==> config.mk <==
export PLATFORM = sky130hd
export DESIGN_NAME = hazard_stall_ctrl
export DESIGN_NICKNAME = d
export VERILOG_FILES = /design/src/rtl/hazard_stall_ctrl.sv
export SDC_FILE = /design/constraint.sdc
export NUM_CORES = 1
export LEC_CHECK = 0
export ABC_AREA = 1
export BUFFER_PORTS_ARGS = -buffer_cell sky130_fd_sc_hd__buf_2
export CELL_PAD_IN_SITES_DETAIL_PLACEMENT = 1
export CELL_PAD_IN_SITES_GLOBAL_PLACEMENT = 1
export CORE_UTILIZATION = 39
export CTS_CLUSTER_SIZE = 30
export DETAILED_ROUTE_END_ITERATION = 8
export GPL_TIMING_DRIVEN = 0
export MAX_ROUTING_LAYER = met4
export PLACE_DENSITY_LB_ADDON = 0.1
export SLEW_MARGIN = 0
export SYNTH_ARGS = -nofsm -noshare
export SYNTH_HDL_FRONTEND = slang
export SYNTH_SLANG_ARGS = --single-unit
==> constraint.sdc <==
create_clock -name clk -period 4.8 [get_ports clk]
set_clock_uncertainty 0.05 [all_clocks]
set_input_delay 0 -clock clk [delete_from_list [all_inputs] [get_ports clk]]
set_output_delay 0 -clock clk [all_outputs]
set_load 0.005 [all_outputs]
==> src/rtl/hazard_stall_ctrl.sv <==
// -----------------------------------------------------------------------------
// hazard_stall_ctrl
//   Front-end pipeline sequencer for the 5-stage pipe. Generates the PC,
//   IF/ID and ID/EX load/flush/bubble controls for load-use stalls,
//   taken-branch shadow flushes and data-memory wait freezes. Also keeps
//   saturating stall/flush event counters for debug.
//
//   Controls are Mealy outputs (state + current inputs) and are consumed by
//   the neighbouring pipeline buffers in the same cycle. Only the state, the
//   flush down-counter and the debug counters are registered.
//
// Ports
//   clk          clock, all state updates on posedge
//   rst          synchronous, active-high reset
//   id_rs/id_rt  source registers of the instruction in ID
//   id_uses_rt   id_rt is a real source operand
//   ex_mem_read  instruction in EX is a load
//   ex_rd        destination register of the instruction in EX
//   br_taken     branch/jump in EX resolved taken (1-cycle pulse)
//   dmem_wait    data memory not ready, whole pipe holds
//   pc_write     PC load enable
//   ifid_write   IF/ID load enable
//   ifid_flush   IF/ID loads NOP
//   idex_bubble  ID/EX loads all-zero control
//   state_o      current state: 0 RUN, 1 FLUSH, 2 WAIT
//   stall_cnt    cycles with pc_write==0 since reset (saturating)
//   flush_cnt    taken-branch flush events since reset (saturating)
// -----------------------------------------------------------------------------
module hazard_stall_ctrl #(
    parameter int REG_W        = 6,
    parameter int FLUSH_CYCLES = 2,
    parameter int CNT_W        = 16,
    parameter int ZERO_EXEMPT  = 1
) (
    input  logic             clk,
    input  logic             rst,
    input  logic [REG_W-1:0] id_rs,
    input  logic [REG_W-1:0] id_rt,
    input  logic             id_uses_rt,
    input  logic             ex_mem_read,
    input  logic [REG_W-1:0] ex_rd,
    input  logic             br_taken,
    input  logic             dmem_wait,
    output logic             pc_write,
    output logic             ifid_write,
    output logic             ifid_flush,
    output logic             idex_bubble,
    output logic [1:0]       state_o,
    output logic [CNT_W-1:0] stall_cnt,
    output logic [CNT_W-1:0] flush_cnt
);

    typedef enum logic [1:0] {
        S_RUN   = 2'd0,
        S_FLUSH = 2'd1,
        S_WAIT  = 2'd2
    } state_t;

    // The flush down-counter only ever holds 1..FLUSH_CYCLES-1.
    localparam int               FC_W    = (FLUSH_CYCLES > 1) ? $clog2(FLUSH_CYCLES) : 1;
    localparam logic [FC_W-1:0]  FC_LOAD = FC_W'(FLUSH_CYCLES - 1);
    localparam logic [FC_W-1:0]  FC_ONE  = FC_W'(1);

    state_t          state, state_nxt;
    logic [FC_W-1:0] fc, fc_nxt;
    logic            flush_evt;
    logic            lu_hazard;
    logic            rd_counts;

    // With ZERO_EXEMPT, r0 is hardwired so a load into it can never be a hazard.
    assign rd_counts = (ex_rd != '0) || (ZERO_EXEMPT == 0);
    assign lu_hazard = ex_mem_read && rd_counts &&
                       ((ex_rd == id_rs) || (id_uses_rt && (ex_rd == id_rt)));

    assign state_o = state;

    // NOTE: every signal written here gets a default first so no latch is inferred.
    always_comb begin
        pc_write    = 1'b1;
        ifid_write  = 1'b1;
        ifid_flush  = 1'b0;
        idex_bubble = 1'b0;
        state_nxt   = state;
        fc_nxt      = fc;
        flush_evt   = 1'b0;

        case (state)
            S_FLUSH: begin
                if (dmem_wait) begin
                    // Whole pipe frozen: hold the remaining flush count.
                    {pc_write, ifid_write, ifid_flush, idex_bubble} = 4'b0000;
                end else begin
                    // Branch and load-use inputs belong to killed instructions.
                    {pc_write, ifid_write, ifid_flush, idex_bubble} = 4'b1111;
                    fc_nxt = fc - FC_ONE;
                    if (fc == FC_ONE) begin
                        state_nxt = S_RUN;
                    end
                end
            end

            S_WAIT: begin
                // Controls stay low for one extra recovery cycle after dmem_wait drops.
                {pc_write, ifid_write, ifid_flush, idex_bubble} = 4'b0000;
                if (!dmem_wait) begin
                    state_nxt = S_RUN;
                end
            end

            default: begin
                // S_RUN, and the unreachable encoding 3 recovers through RUN behaviour.
                state_nxt = S_RUN;
                if (dmem_wait) begin
                    // EX is frozen too, so a pending br_taken is presented again later.
                    {pc_write, ifid_write, ifid_flush, idex_bubble} = 4'b0000;
                    state_nxt = S_WAIT;
                end else if (br_taken) begin
                    {pc_write, ifid_write, ifid_flush, idex_bubble} = 4'b1111;
                    flush_evt = 1'b1;
                    if (FLUSH_CYCLES > 1) begin
                        fc_nxt    = FC_LOAD;
                        state_nxt = S_FLUSH;
                    end
                end else if (lu_hazard) begin
                    // Hold PC and IF/ID for one cycle, insert a single bubble into EX.
                    {pc_write, ifid_write, ifid_flush, idex_bubble} = 4'b0001;
                end
            end
        endcase

        if (rst) begin
            pc_write    = 1'b0;
            ifid_write  = 1'b0;
            ifid_flush  = 1'b1;
            idex_bubble = 1'b1;
        end
    end

    // NOTE: sequential state uses non-blocking assignments only.
    always_ff @(posedge clk) begin
        if (rst) begin
            state     <= S_RUN;
            fc        <= '0;
            stall_cnt <= '0;
            flush_cnt <= '0;
        end else begin
            state <= state_nxt;
            fc    <= fc_nxt;
            if (!pc_write && (stall_cnt != '1)) begin
                stall_cnt <= stall_cnt + CNT_W'(1);
            end
            if (flush_evt && (flush_cnt != '1)) begin
                flush_cnt <= flush_cnt + CNT_W'(1);
            end
        end
    end

endmodule

======== Word level (Yosys, flattened, before mapping) ========
Cells that the tools add are included.
word-level totals
  register bits ........................... 35
  bits in latches ......................... 0
  RAM bits ................................ 0
  ROM bits ................................ 0
  output and inout bits ................... 38
  memories kept ........................... 0
operators by class
  add/subtract/negate cells ............... 3
  multipliers ............................. 0
  divide/modulo/power cells ............... 0
  magnitude comparators ................... 0
  eq/ne operators ......................... 9
  shift operators ......................... 0
  multiplexer cells ....................... 26
  bitwise operators ....................... 2
  reductions and logical operators ........ 12
operators with widths
  kind                   count
  $add 16x1->16 const B  2
  $ne 16x16->1 const B   2
  $mux 1                 17
  $eq 6x6->1             2
  $mux 2                 4
  $pmux 1 s2             4
  $ne 2x2->1 const B     3
  $reduce_and 3->1       2
  $reduce_bool 6->1      1
  $logic_and 1x1->1      5
  $pmux 2 s2             1
  $eq 2x1->1 const B     1
  $eq 2x2->1 const B     1
  $not 1->1              2
  $reduce_bool 2->1      1
  $reduce_or 2->1        1
  $logic_not 1->1        1
  $logic_or 1x1->1       1
  $sub 1x1->1 const B    1

======== Longest topological paths before layout ========
  depth in word-level cells ............... 11
  depth in mapped cells ................... 16
  depth with buffers taken out ............ 16

======== Least setup slack after synthesis ========
No wires, ideal clock.
  kind .................................... register -> register
  from .................................... reg state[0], in the netlist state_o[0]
  to ...................................... reg flush_cnt[13]
  library setup time ...................... 0.115 ns
  data arrival time ....................... 1.638 ns
  slack ................................... 2.997 ns
  stages on the path, launching flop included .. 13
  path buffers ............................ 0
  clock period less this slack ............ 1.803 ns
  cell sequence ........................... dfxtp_1 -> inv_1 -> ha_1 -> inv_1 -> nor2_4 -> nand2_1 -> clkinv_1 -> nand2_4 -> inv_2 -> nand3_1 -> nor2_1 -> a21oi_1 -> o21a_1
on the way
  cells in the longest elaborated chain, start to end .. 4
  elaborated cells on any way between the ends .. 5
  those cells by class .................... eq/ne: 2; mux: 1; reduce/logical: 2
ends and longest elaborated chain
  what                                             line  text
  start, declared                                  64    state_t state, state_nxt;
  start signal, assigned                           147   state <= state_nxt;
  $eq 2x2->1 / $eq 2x1->1 (equally long branches)  87    case (state)
  $reduce_or 2->1 (no line) *                      -
  $mux 1 *                                         87
  $logic_and 1x1->1 *                              152   if (flush_evt && (flush_cnt != '1)) begin
  end signal, assigned                             153   flush_cnt <= flush_cnt + CNT_W'(1);
  end, declared                                    50    output logic [CNT_W-1:0] flush_cnt
Mark *: on every way between the ends. The rest lies on a longest branch, timed or not.
A chain may end at the register's enable or synchronous reset.

======== Final worst setup path ========
  from .................................... reg state[0], in the netlist state_o[0]
  to ...................................... out pc_write
on the way
  cells in the longest elaborated chain, start to end .. 3
  elaborated cells on any way between the ends .. 4
  those cells by class .................... eq/ne: 2; mux: 2
ends and longest elaborated chain
  what                                             line  text
  $eq 2x2->1 / $eq 2x1->1 (equally long branches)  87
  $pmux 1 s2 *                                     87
  $mux 1 *                                         131   if (rst) begin
  end, declared                                    44    output logic pc_write,
Marks and branches as above.

==> impl_metrics.tcl <==
set metrics [dict create \
    finalCritPeriodShare_pct 45.6 \
    cts_root_buf "clkbuf_8" \
    yosysMostFrequentCell "nand2_1" \
    io_pins 62 \
    cts_resized 0 \
    viasPerCell 4.92 \
    r2r_cells 12 \
    synth_nets 383 \
    worstPathRequired_ps 4750 \
    synthTopCellsByCount "nand2_1 (91), inv_1 (51), nor2_1 (43), dfxtp_1 (35), nand3_1 (24)" \
    holdPathEnd "state_o[0]" \
    dpl_cell_area_mm2 0.00268 \
    numClockSinks 35 \
    clkPwrFrac_pct 38.5 \
    dieArea_mm2 0.00618 \
    rsz0062_at_grt "false" \
    first_iter_violations 60 \
    hold_path_depth 3 \
    timing.rr.end "flush_cnt[13]" \
    route.detailed.drc 0 \
    pwr-share-seq_pct 43.0 \
    synth_area_mm2 0.00229 \
    grt_pass1_wl_mm 10.8 \
    p_sw_mw 0.211 \
    status "finished clean" \
    power.share.combinational_pct 18.4 \
    cap_violations 0 \
    setup_violations 0 \
    cts_htree_levels 2 \
    wl_per_cell_um 12.4 \
    nets 451 \
    rows 27 \
    fmax_mhz 457 \
    dp_hpwl_mm 4.93 \
    min-delay-start "br_taken" \
    antenna_found_initial 0 \
    ant_nets 0 \
    worstPathMaxFanout 7 \
    fillers 796 \
    vias 2442 \
    multi_input_area_mm2 0.00132 \
    clock_latency_ps 290 \
    endpoint_kind "output pin" \
    cts_buffers 5 \
    syn_avg_cell_area_um2 6.45 \
    die_w_um 78.6 \
    yosys_warnings 0 \
    vdd_drop_max_uv 164 \
    r2r_slack_ps 2680 \
    finalSetupTns_ps 0 \
    clk_pin_slew_ps 80 \
    worstPathArrival_ps 2140 \
    placedCellCount 487 \
    p_sw_share_pct 29.5 \
    max_slew_margin_pct 67.1 \
    tightest_slew_ps 494 \
    rr_startpoint "state_o[0]" \
    seq_area_um2 701 \
    gr-usage-all-layers_pct 22.2 \
    ys_top_cells_by_area "dfxtp_1 (31%), nand2_1 (15%), inv_1 (8.4%)" \
    seq_area_frac_synth_pct 30.6 \
    synth_top_area_share_pct 30.6 \
    port_buffers 60 \
    holdCritPathClass "in -> reg" \
    areaGrowthSynthToFinish_pct 22.4 \
    synth-seq-cells 35 \
    start_kind "register" \
    hold_viol 0 \
    die_y_um 78.6 \
    drive_gt1_share_pct 25.9 \
    ys_types 42 \
    cts_buffer_depth 2 \
    final_cells 496 \
    design_area_mm2 0.00280 \
    synth-edff-count 0 \
    period_needed_ps 2190 \
    async_flop_share_pct 0 \
    synth_cells 355 \
    cts_setup_buffers 0 \
    grt_max_degree 13 \
    gp_congestion 0.794 \
    cts_tree "done" \
    coreArea_mm2 0.00557 \
    drv_slew 0 \
    grt_pass1_vias 2433 \
    powerDensity_mw_per_mm2 256 \
    globalRouteOverflowTotal 0 \
    path_class "reg -> out" \
    synth_ff_type "dfxtp_1" \
    p_int_mw 0.506 \
    antenna_cells 0 \
    synth_top_area_cell "dfxtp_1" \
    wirelength_mm 6.13 \
    dr.pass1.iters 4 \
    p_leak_nw 1.35 \
    initial_utilization_pct 41.1 \
]
-- cells in the final DEF (no fill, tap or decap), types with 2 or more instances in the layout --
master,count
nor2_4,4
clkinv_2,2
xor2_1,3
inv_1,51
nor3_1,8
a21oi_1,16
nand2_4,4
nand2_1,91
nor4_2,2
inv_2,9
nand2_2,6
nor2_2,3
o21bai_1,5
a21oi_2,4
dfxtp_1,35
clkbuf_1,3
clkbuf_8,5
nand4_1,6
buf_2,61
ha_1,4
nand3_1,24
nor2_1,43
o21ai_0,12
-- power by group through the flow --
stage | combinational, mW | sequential, mW | clock, mW
3_3_place_gp | 0.130 | 0.315 | 0
4_1_cts | 0.135 | 0.309 | 0.284
3_5_place_dp | 0.134 | 0.315 | 0
5_1_grt | 0.151 | 0.310 | 0.296
6_report | 0.132 | 0.309 | 0.276
2_1_floorplan | 0.0877 | 0.314 | 0
-- cells by family after synthesis --
kind of cell / after synthesis / synth area share, %
buffers and inverters: 68 / 11.7
and+or+nand+nor: 198 / 41.4
xor gates and xnor gates: 4 / 1.53
AOI/OAI and AO/OA: 46 / 12.5
adders and majority gates: 4 / 2.19
DFF: 35 / 30.6
-- registers in the layout, indices dropped and copies added (netlist names) --
register / cells
fc: 1
stall_cnt: 16
flush_cnt: 16
state_o: 2
-- layer usage --
layer | track usage, % | part of all wire, % | routed length, um
met2 | 39.5 | 51 | 3130
met3 | 3.49 | 2.9 | 179
met5 | - | 0 | 0
met4 | 3.89 | 0.52 | 32
met1 | 26.5 | 46 | 2790
-- repair_timing --
item / 4_1_cts / 5_1_grt
endpoints found under the hold margin: 1 / 0
setup endpoints to repair: 0 / 0
hold buffers: 1 / 0
-- worst max-delay path, stage by stage (launching register included) --
cell and delay [ps]:
dfxtp_1 390, inv_1 60, ha_1 290, inv_1 70, nor2_4 150, nand2_1 130
nand2_1 140, inv_1 100, nand2_4 140, nand2_4 90, inv_1 80, buf_4 100
buf_2 100
-- area by class of cell --
| cell class | count | area share, % |
|---|---|---|
| inverter | 62 | 8.35 |
| buffer | 6 | 1.25 |
| timing repair buffer | 61 | 11.1 |
| clock inverter | 3 | 1.56 |
| tap | 72 | 3.21 |
| clock buffer | 5 | 2.46 |
| sequential | 35 | 25.0 |
| multi-input combinational | 252 | 47.1 |
-- how the worst max path moves through the flow --
stage                    endpoint        from  slack, ps
floorplan           flush_cnt[13]  state_o[0]       3000
global placement    flush_cnt[13]  state_o[0]       2760
detailed placement  flush_cnt[13]  state_o[0]       2650
CTS                      pc_write  state_o[0]       2580
global route             pc_write  state_o[0]       2460
finish                   pc_write  state_o[0]       2610
-- per-stage QoR --
stage	hold WS, ps	setup slack (ps)	power, mW	util [%]
after floorplan	116	3000	0.402	-
after global placement	303	2760	0.445	48.1
after detailed placement	303	2650	0.450	48.1
after CTS	0.353	2580	0.727	50.3
after global routing	25.6	2460	0.757	50.3
final	10.1	2610	0.717	50.3
(Power assumes the default switching activity.)
